File: src/rtl/cache_fill_fsm.sv
// cache_fill_fsm: miss handler that fetches one cache block from main memory
// as back-to-back word reads. Each returned word is streamed into the data
// array, and the tag is written together with the final word.
module cache_fill_fsm #(
  parameter int WORDS_PER_BLOCK = 8,
  parameter int ADDR_W          = 16
) (
  input  logic              clk,
  input  logic              rst,
  input  logic              miss_detected,
  input  logic [ADDR_W-1:0] miss_address,
  input  logic              memory_data_valid,
  input  logic [15:0]       memory_data,
  output logic              fsm_busy,
  output logic              mem_read_en,
  output logic [ADDR_W-1:0] memory_address,
  output logic              write_data_array,
  output logic              write_tag_array,
  output logic [ADDR_W-1:0] fill_address,
  output logic [15:0]       fill_data,
  output logic [15:0]       fill_count
);

  // A block holds WORDS_PER_BLOCK 2-byte words, so the byte offset inside a
  // block is log2(words)+1 bits wide. The counters use the same width so they
  // can reach WORDS_PER_BLOCK itself.
  localparam int                OFF_W = $clog2(WORDS_PER_BLOCK) + 1;
  localparam int                CNT_W = OFF_W;
  localparam logic [CNT_W-1:0]  WPB   = CNT_W'(WORDS_PER_BLOCK);
  localparam logic [CNT_W-1:0]  LAST  = CNT_W'(WORDS_PER_BLOCK - 1);
  localparam logic [ADDR_W-1:0] ALIGN = {ADDR_W{1'b1}} << OFF_W;

  typedef enum logic {
    IDLE = 1'b0,
    FILL = 1'b1
  } state_t;

  state_t            state, stateNext;
  logic [CNT_W-1:0]  issueCnt, recvCnt;
  logic [ADDR_W-1:0] base, memAddr;
  logic [15:0]       fillCnt;
  logic              issue, dataWr, lastWord;

  // State register.
  always_ff @(posedge clk) begin
    if (rst) state <= IDLE;
    else     state <= stateNext;
  end

  // Next state plus request and return decode. A return counts only when it
  // matches an outstanding request, so stray valids never write the array.
  always_comb begin
    stateNext = state;
    issue     = 1'b0;
    dataWr    = 1'b0;
    lastWord  = 1'b0;
    case (state)
      IDLE: begin
        if (miss_detected) stateNext = FILL;
      end
      FILL: begin
        issue    = (issueCnt < WPB);
        dataWr   = memory_data_valid && (recvCnt < issueCnt);
        lastWord = dataWr && (recvCnt == LAST);
        if (lastWord) stateNext = IDLE;
      end
      default: stateNext = IDLE;
    endcase
  end

  // Datapath: block base, request address, counters, saturating fill count.
  // The request address is loaded with the base on the miss, then stepped
  // after each request. It stops stepping at the last word, so it holds that
  // address once all requests have gone out.
  always_ff @(posedge clk) begin
    if (rst) begin
      base     <= '0;
      memAddr  <= '0;
      issueCnt <= '0;
      recvCnt  <= '0;
      fillCnt  <= '0;
    end else if (state == IDLE) begin
      if (miss_detected) begin
        base     <= miss_address & ALIGN;
        memAddr  <= miss_address & ALIGN;
        issueCnt <= '0;
        recvCnt  <= '0;
      end
    end else begin
      if (issue) begin
        issueCnt <= issueCnt + 1'b1;
        if (issueCnt != LAST) memAddr <= memAddr + ADDR_W'(2);
      end
      if (dataWr) recvCnt <= recvCnt + 1'b1;
      if (lastWord && fillCnt != 16'hFFFF) fillCnt <= fillCnt + 16'd1;
    end
  end

  assign fsm_busy         = (state == FILL);
  assign mem_read_en      = issue;
  assign memory_address   = memAddr;
  assign write_data_array = dataWr;
  assign write_tag_array  = lastWord;
  assign fill_address     = base + (ADDR_W'(recvCnt) << 1);
  assign fill_data        = memory_data;
  assign fill_count       = fillCnt;

endmodule

File: config.mk
export PLATFORM = sky130hd
export DESIGN_NAME = cache_fill_fsm
export DESIGN_NICKNAME = d
export VERILOG_FILES = /design/src/rtl/cache_fill_fsm.sv
export SDC_FILE = /design/constraint.sdc
export NUM_CORES = 1
export LEC_CHECK = 0
export CAP_MARGIN = 0
export CORE_MARGIN = 1.5
export CORE_UTILIZATION = 46
export CTS_CLUSTER_SIZE = 28
export DETAILED_ROUTE_END_ITERATION = 8
export PLACE_DENSITY = 0.8
export SYNTH_ARGS = -nofsm -noshare
export SYNTH_HDL_FRONTEND = slang
export SYNTH_SLANG_ARGS = --single-unit
File: constraint.sdc
create_clock -name clk -period 2.29 [get_ports clk]
set_input_delay 0.458 -clock clk [delete_from_list [all_inputs] [get_ports clk]]
set_output_delay 0.458 -clock clk [all_outputs]
set_load 0.005 [all_outputs]
==> results of run 1 <==
-- area by class of cell --
| type | instances | area share, % |
|---|---|---|
| timing repair buffer | 90 | 21.9 |
| clock buffer | 7 | 2.52 |
| sequential | 52 | 27.3 |
| tap | 77 | 2.52 |
| inverter | 11 | 1.08 |
| multi-input combinational | 276 | 44.6 |
-- through the flow --
step                      instance area [sq um]  util (%)
after global placement                     3660      58.4
after global routing                       3820      60.8
final                                      3820      60.8
after CTS                                  3790      60.3
after floorplan                            2970         -
after detailed placement                   3660      58.4
-- cells in the mapped netlist (5+ instances only) --
cell | n | area share, %
a211oi_1 | 6 | 1.5
a21oi_1 | 37 | 6.2
and3_1 | 6 | 1.3
buf_4 | 22 | 5.6
clkbuf_1 | 10 | 1.3
dfxtp_1 | 52 | 35
ha_1 | 9 | 3.8
inv_1 | 10 | 1.3
mux2_2 | 6 | 2.3
nand2_1 | 52 | 6.6
nand3_1 | 18 | 3.0
nand4_1 | 12 | 2.5
nor2_1 | 25 | 3.2
nor2b_1 | 10 | 2.1
nor3_1 | 7 | 1.2
o211ai_1 | 5 | 1.3
o21ai_0 | 12 | 2.0
o31ai_1 | 5 | 1.3
or4_1 | 6 | 1.5
xnor2_1 | 7 | 2.1
xor2_1 | 5 | 1.5
-- how the worst min path moves through the flow --
stage | slack, ns | from | end | cells after the start
after floorplan | 0.44 | base[14] | base[14] | 2
after global placement | 0.44 | base[14] | base[14] | 2
after detailed placement | 0.45 | base[14] | base[14] | 2
after CTS | 0.46 | base[14] | base[14] | 2
after global routing | 0.49 | base[4] | base[4] | 2
final | 0.46 | base[14] | base[14] | 2
-- routing by layer --
metal  wire (um)  vias to the layer above  GRT usage (%)
met3         395                        7           4.87
met2        3590                       82           36.1
li1            -                     1443              -
met4          74                        0           4.70
met1        3180                     1312           25.0
met5           0                        -              0
-- power by group through the flow --
stage               combinational (uW)  sequential, uW  clock [uW]
global route                       315             985         598
finish                             284             980         554
floorplan                          161             993           0
global placement                   279             997           0
detailed placement                 284             999           0
CTS                                280             978         564
-- cells by family after synthesis --
family          Yosys count
compound gates           85
xor+xnor                 12
fa+ha+maj                 9
buf+inv                  50
flops                    52
mux                       7
other cells               1
simple gates            161
-- registers in the layout, summed over array words and instances, names as in the netlist --
signal and count:
fsm_busy 1, memory_address 15, fill_count 16, recvCnt 4, issueCnt 4, base 12
-- worst max-delay path, stage by stage --
cell and delay [ns]:
clkdlybuf4s50_1 0.49, and4bb_1 0.22, nand4_2 0.09, or2_1 0.26, buf_4 0.20, nor4_2 0.30, mux2_2 0.36
-- timing repair --
| action | CTS | global route |
|---|---|---|
| pin swaps | 5 | 5 |
| resized for setup | 21 | 18 |
| setup endpoints to repair | 12 | 9 |
| hold endpoints to repair | 0 | 0 |
| setup buffers | 2 | 1 |
==> key figures, run 1 <==
Pwr
  – Sw Pwr: 461 uW
  – Internal power: 1360 uW
  – Combinational power share: 15.6%
  – Leak: 0.00140 uW
  – Total power draw: 1820 uW
  – Pwr Density: 476 nW/um^2
  – VDD IR max: 0.000268 V
  – Clk pwr share: 30.5%
  – Sequential share of power: 53.9%
  – Sw frac: 25.4%

Routing
  – DRT Pass-1 Iters: 4
  – Routed len/inst: 14.1 um
  – Vias/cell: 5.54
  – Routed Antenna Nets: 0
  – Residual DRC: 0
  – DRT iter0 DRCs: 140
  – Final WL: 7240 um
  – DR vias: 2844

Cells and area
  – Reg area: 1040 sq um
  – Fill cell total of the finished layout: 557
  – Final cell count without fillers: 513
  – # diodes: 0
  – Area delta synth->final: 28.5%
  – Final net count: 481
  – Multi-input logic area: 1700 sq um
  – Commonest cells after routing, fill and taps aside: 52 x nand2_1, 52 x clkdlybuf4s50_1, 50 x dfxtp_1, 37 x a21oi_1, 22 x buf_4
  – Share of layout cells above drive strength 1: 14.4%

Setup path
  – R2R cell count: 8
  – Worst endpoint required time: 2.48 ns
  – Worst setup EP type: register
  – CP Max Fanout: 16
  – Critical R2R Capture: fill_count[5]
  – Kind of critical path: input port to register
  – Reg-to-Reg Start: issueCnt[1]
  – Crit path launch type: input port
  – Critical Path End: fill_count[5]
  – Crit path from: memory_data_valid
  – Worst EP arrival: 2.37 ns
  – Flop2flop setup slack: 0.13 ns

GRT
  – Largest net degree at the start of global routing: 60
  – Total track usage: 20.4%
  – First-pass GRT wire length: 11900 um
  – Gr ovfl total: 0
  – Initial antenna violation count: 0
  – Vias in the first global route: 2695

Timing
  – Hold_ws: 0.464 ns
  – Final Skew: 0.0115 ns
  – FMAX: 458 MHz
  – Final hold violations: 0
  – Setup-failing EPs final: 0
  – Setup ws final: 0.107 ns
  – RSZ-0062 raised after global routing: no
  – Fin crit period: 2.18 ns
  – Slew Viols, Final: 0
  – Fraction of the cycle the final worst path needs: 95.3%
  – Setup TNS: 0 ns

Synth
  – Syn_area_per_cell: 7.88 sq um
  – YS warnings: 0
  – Synth Area in Compound Gates: 17.5%
  – Post-synthesis xor/xnor area fraction: 3.54%
  – Post-synthesis adder-cell area fraction: 3.79%
  – Synth Flop Type: dfxtp_1
  – Syn Inst Count: 377
  – Number of synthesized register bits: 52
  – Post-synthesis mux area share: 2.61%
  – Asr flop ratio synth: 0%
  – Post-synth EDFFs: 0
  – Sequential fraction of the synthesis area: 35.1%
  – Main combinational cell family by area after synthesis: simple AND/OR/NAND/NOR gates
  – Post-synthesis cell type count: 52
  – Simple-Gate Fraction of Synth Area: 27.9%
  – Synth Cell Area: 2970 sq um

Status
  – Status: finished clean

Placement
  – Hpwl dp: 5150 um
  – Dpl ws: -0.336 ns
  – GPL Wtd Cong: 0.843
  – Inst Count DP: 503
  – I/O Buffers: 65

Clock tree
  – Root Driver: clkbuf_8
  – CTS tree: done
  – Num CTS Buffers: 5
  – H-tree depth: 2
  – Worst-path clk slew: 0.08 ns
  – Clock Tree Buf Depth: 2
  – Num Clock Sinks: 52
  – Worst skew pair latency: 0.30 ns
  – Post-CTS Hold Fix Bufs: 0

Floorplanning
  – Die Height: 83.3 um
  – Die width: 83.3 um
  – Die area: 6950 sq um
  – Row count: 29
  – IO Count: 104
  – CORE AREA: 6280 sq um
  – Initial Utilization: 47.3%

Run
  – Max Cap Viol: 0

Worst hold path
  – Hold crit path type: register to register
Note: power is estimated with default switching activity, not from simulation.
==> run 2: changes to the inputs <==
--- a/config.mk
+++ b/config.mk
@@ -10,7 +10,7 @@
 export CORE_UTILIZATION = 46
 export CTS_CLUSTER_SIZE = 28
 export DETAILED_ROUTE_END_ITERATION = 8
-export PLACE_DENSITY = 0.8
+export PLACE_DENSITY = 0.81
 export SYNTH_ARGS = -nofsm -noshare
 export SYNTH_HDL_FRONTEND = slang
 export SYNTH_SLANG_ARGS = --single-unit
==> run 2 against run 1 <==
  * Critical path depth unchanged
  * Clock skew decreased by 0.00080 ns
  * Clock-buffer cell count is the same
  * Non-clock buffer count down 2
  * First-iteration DRC count rose by 49%
  * Sequential power about the same
  * Clock power up 23%
  * Utilization up 0.96 points
  * Hold slack lost 0.0023 ns
  * Routed wire length is 2.7% higher
  * Final cell count decreased by 0.19%
==> key figures, run 2 (synthesized netlist as in run 1, its figures left out) <==
Routing
  – Routed Antenna Nets: 0
  – DRT iter0 DRCs: 208
  – Residual DRC: 0
  – Final WL: 7440 um
  – Routed len/inst: 14.5 um
  – DR vias: 2954
  – Vias/cell: 5.77
  – DRT Pass-1 Iters: 4

GRT
  – Vias in the first global route: 2749
  – First-pass GRT wire length: 12200 um
  – Gr ovfl total: 0
  – Total track usage: 21.0%
  – Initial antenna violation count: 0
  – Largest net degree at the start of global routing: 32

Setup path
  – CP Max Fanout: 16
  – Worst setup EP type: register
  – Kind of critical path: input port to register
  – Worst EP arrival: 2.40 ns
  – Worst endpoint required time: 2.48 ns
  – Crit path launch type: input port

Timing
  – FMAX: 454 MHz
  – Worst-margin pin slew: 0.564 ns
  – Max_slew headroom: 62.4%
  – RSZ-0062 raised after global routing: no
  – Fraction of the cycle the final worst path needs: 96.3%
  – Final hold violations: 0
  – Slew Viols, Final: 0
  – Setup ws final: 0.0856 ns
  – Fin crit period: 2.20 ns
  – Hold_ws: 0.461 ns
  – Setup-failing EPs final: 0
  – Final Skew: 0.0107 ns
  – Setup TNS: 0 ns

Cells and area
  – Commonest cells after routing, fill and taps aside: 52 x clkdlybuf4s50_1, 51 x nand2_1, 44 x dfxtp_1, 37 x a21oi_1, 22 x nor2_1
  – Fin area: 3880 sq um
  – Final net count: 479
  – Final cell count without fillers: 512
  – Share of layout cells above drive strength 1: 15.6%
  – Leading cell type in the layout, fill and taps excluded: clkdlybuf4s50_1
  – Max reg flops: 16
  – Area delta synth->final: 30.6%
  – # diodes: 0

Clock tree
  – Num CTS Buffers: 5
  – Worst skew pair latency: 0.30 ns
  – H-tree depth: 2
  – Root Driver: clkbuf_8
  – Num Clock Sinks: 52
  – CTS tree: done
  – Clock Tree Buf Depth: 2
  – Worst-path clk slew: 0.09 ns

Status
  – Status: finished clean

Floorplanning
  – Die area: 6950 sq um
  – IO Count: 104
  – CORE AREA: 6280 sq um
  – Die width: 83.3 um
  – Die Height: 83.3 um
  – Row count: 29
  – Initial Utilization: 47.3%

Run
  – Max Cap Viol: 0

Placement
  – Hpwl dp: 5460 um
  – Dpl ws: -0.333 ns
  – Inst Count DP: 502
  – I/O Buffers: 65
  – GPL Wtd Cong: 0.824
  – Area of placed instances: 3660 sq um

Pwr
  – Leak: 0.00147 uW
  – VDD IR max: 0.000349 V
  – Pwr Density: 501 nW/um^2

Worst hold path
  – Hold crit path type: register to register
==> run 2: cell count changes in the layout (fill, tap and decap cells not counted), moves of 2 or more <==
cell | previous run | this run
clkbuf_2 | 4 | 2
dfxtp_1 | 50 | 44
dfxtp_2 | 2 | 6
dfxtp_4 | 0 | 2
dlymetal6s2s_1 | 1 | 3
==> run 2: layout make-up <==
type / instances / area, sq um
Clock buffer: 7 / 96.3
Clock inverter: 1 / 30.0
Fill cell: 570 / 2400
Inverter: 11 / 41.3
Multi-Input combinational cell: 276 / 1730
Sequential cell: 52 / 1060
Tap cell: 77 / 96.3
Timing Repair Buffer: 88 / 828
==> run 2: critical path, cell delays in order <==
cell and delay, ns:
clkdlybuf4s50_1 0.50, and4bb_1 0.22, nand4_2 0.10, or2_1 0.24
buf_4 0.19, nor4_2 0.32, mux2_2 0.37
==> run 2: what timing repair did <==
item	in CTS	in global routing
hold buffers	0	0
setup endpoints to repair	13	8
buffers inserted	2	0
cloned	0	0
gates resized for setup	33	13
pin swaps	8	2
==> run 2: power breakdown <==
part / switching (uW) / internal [uW]
Clock: 295 / 386
Combinational: 138 / 144
Sequential: 40.0 / 939
==> run 2: per-stage QoR <==
stage	util [%]	total power (uW)
detailed placement	58.2	1280
finish	61.8	1940
floorplan	-	1150
global placement	58.2	1270
CTS	61.7	1960
global route	61.8	2030
==> run 2: per-layer routing <==
metal	track usage [%]	part of all wire, %	vias to the layer above
met3	5.17	6.7	6
met2	39.0	51	100
li1	-	-	1440
met5	0	0	-
met4	3.48	0.83	0
met1	24.5	42	1408
==> run 2: final timing paths <==
path / from / to / slack [ns] / cells after the start
worst max register to register: issueCnt[3] / fill_count[5] / 0.13 / 8
worst min-delay path: base[14] / base[14] / 0.46 / 2
worst min register to register: base[14] / base[14] / 0.46 / 2
worst max-delay path: memory_data_valid / fill_count[5] / 0.09 / 7
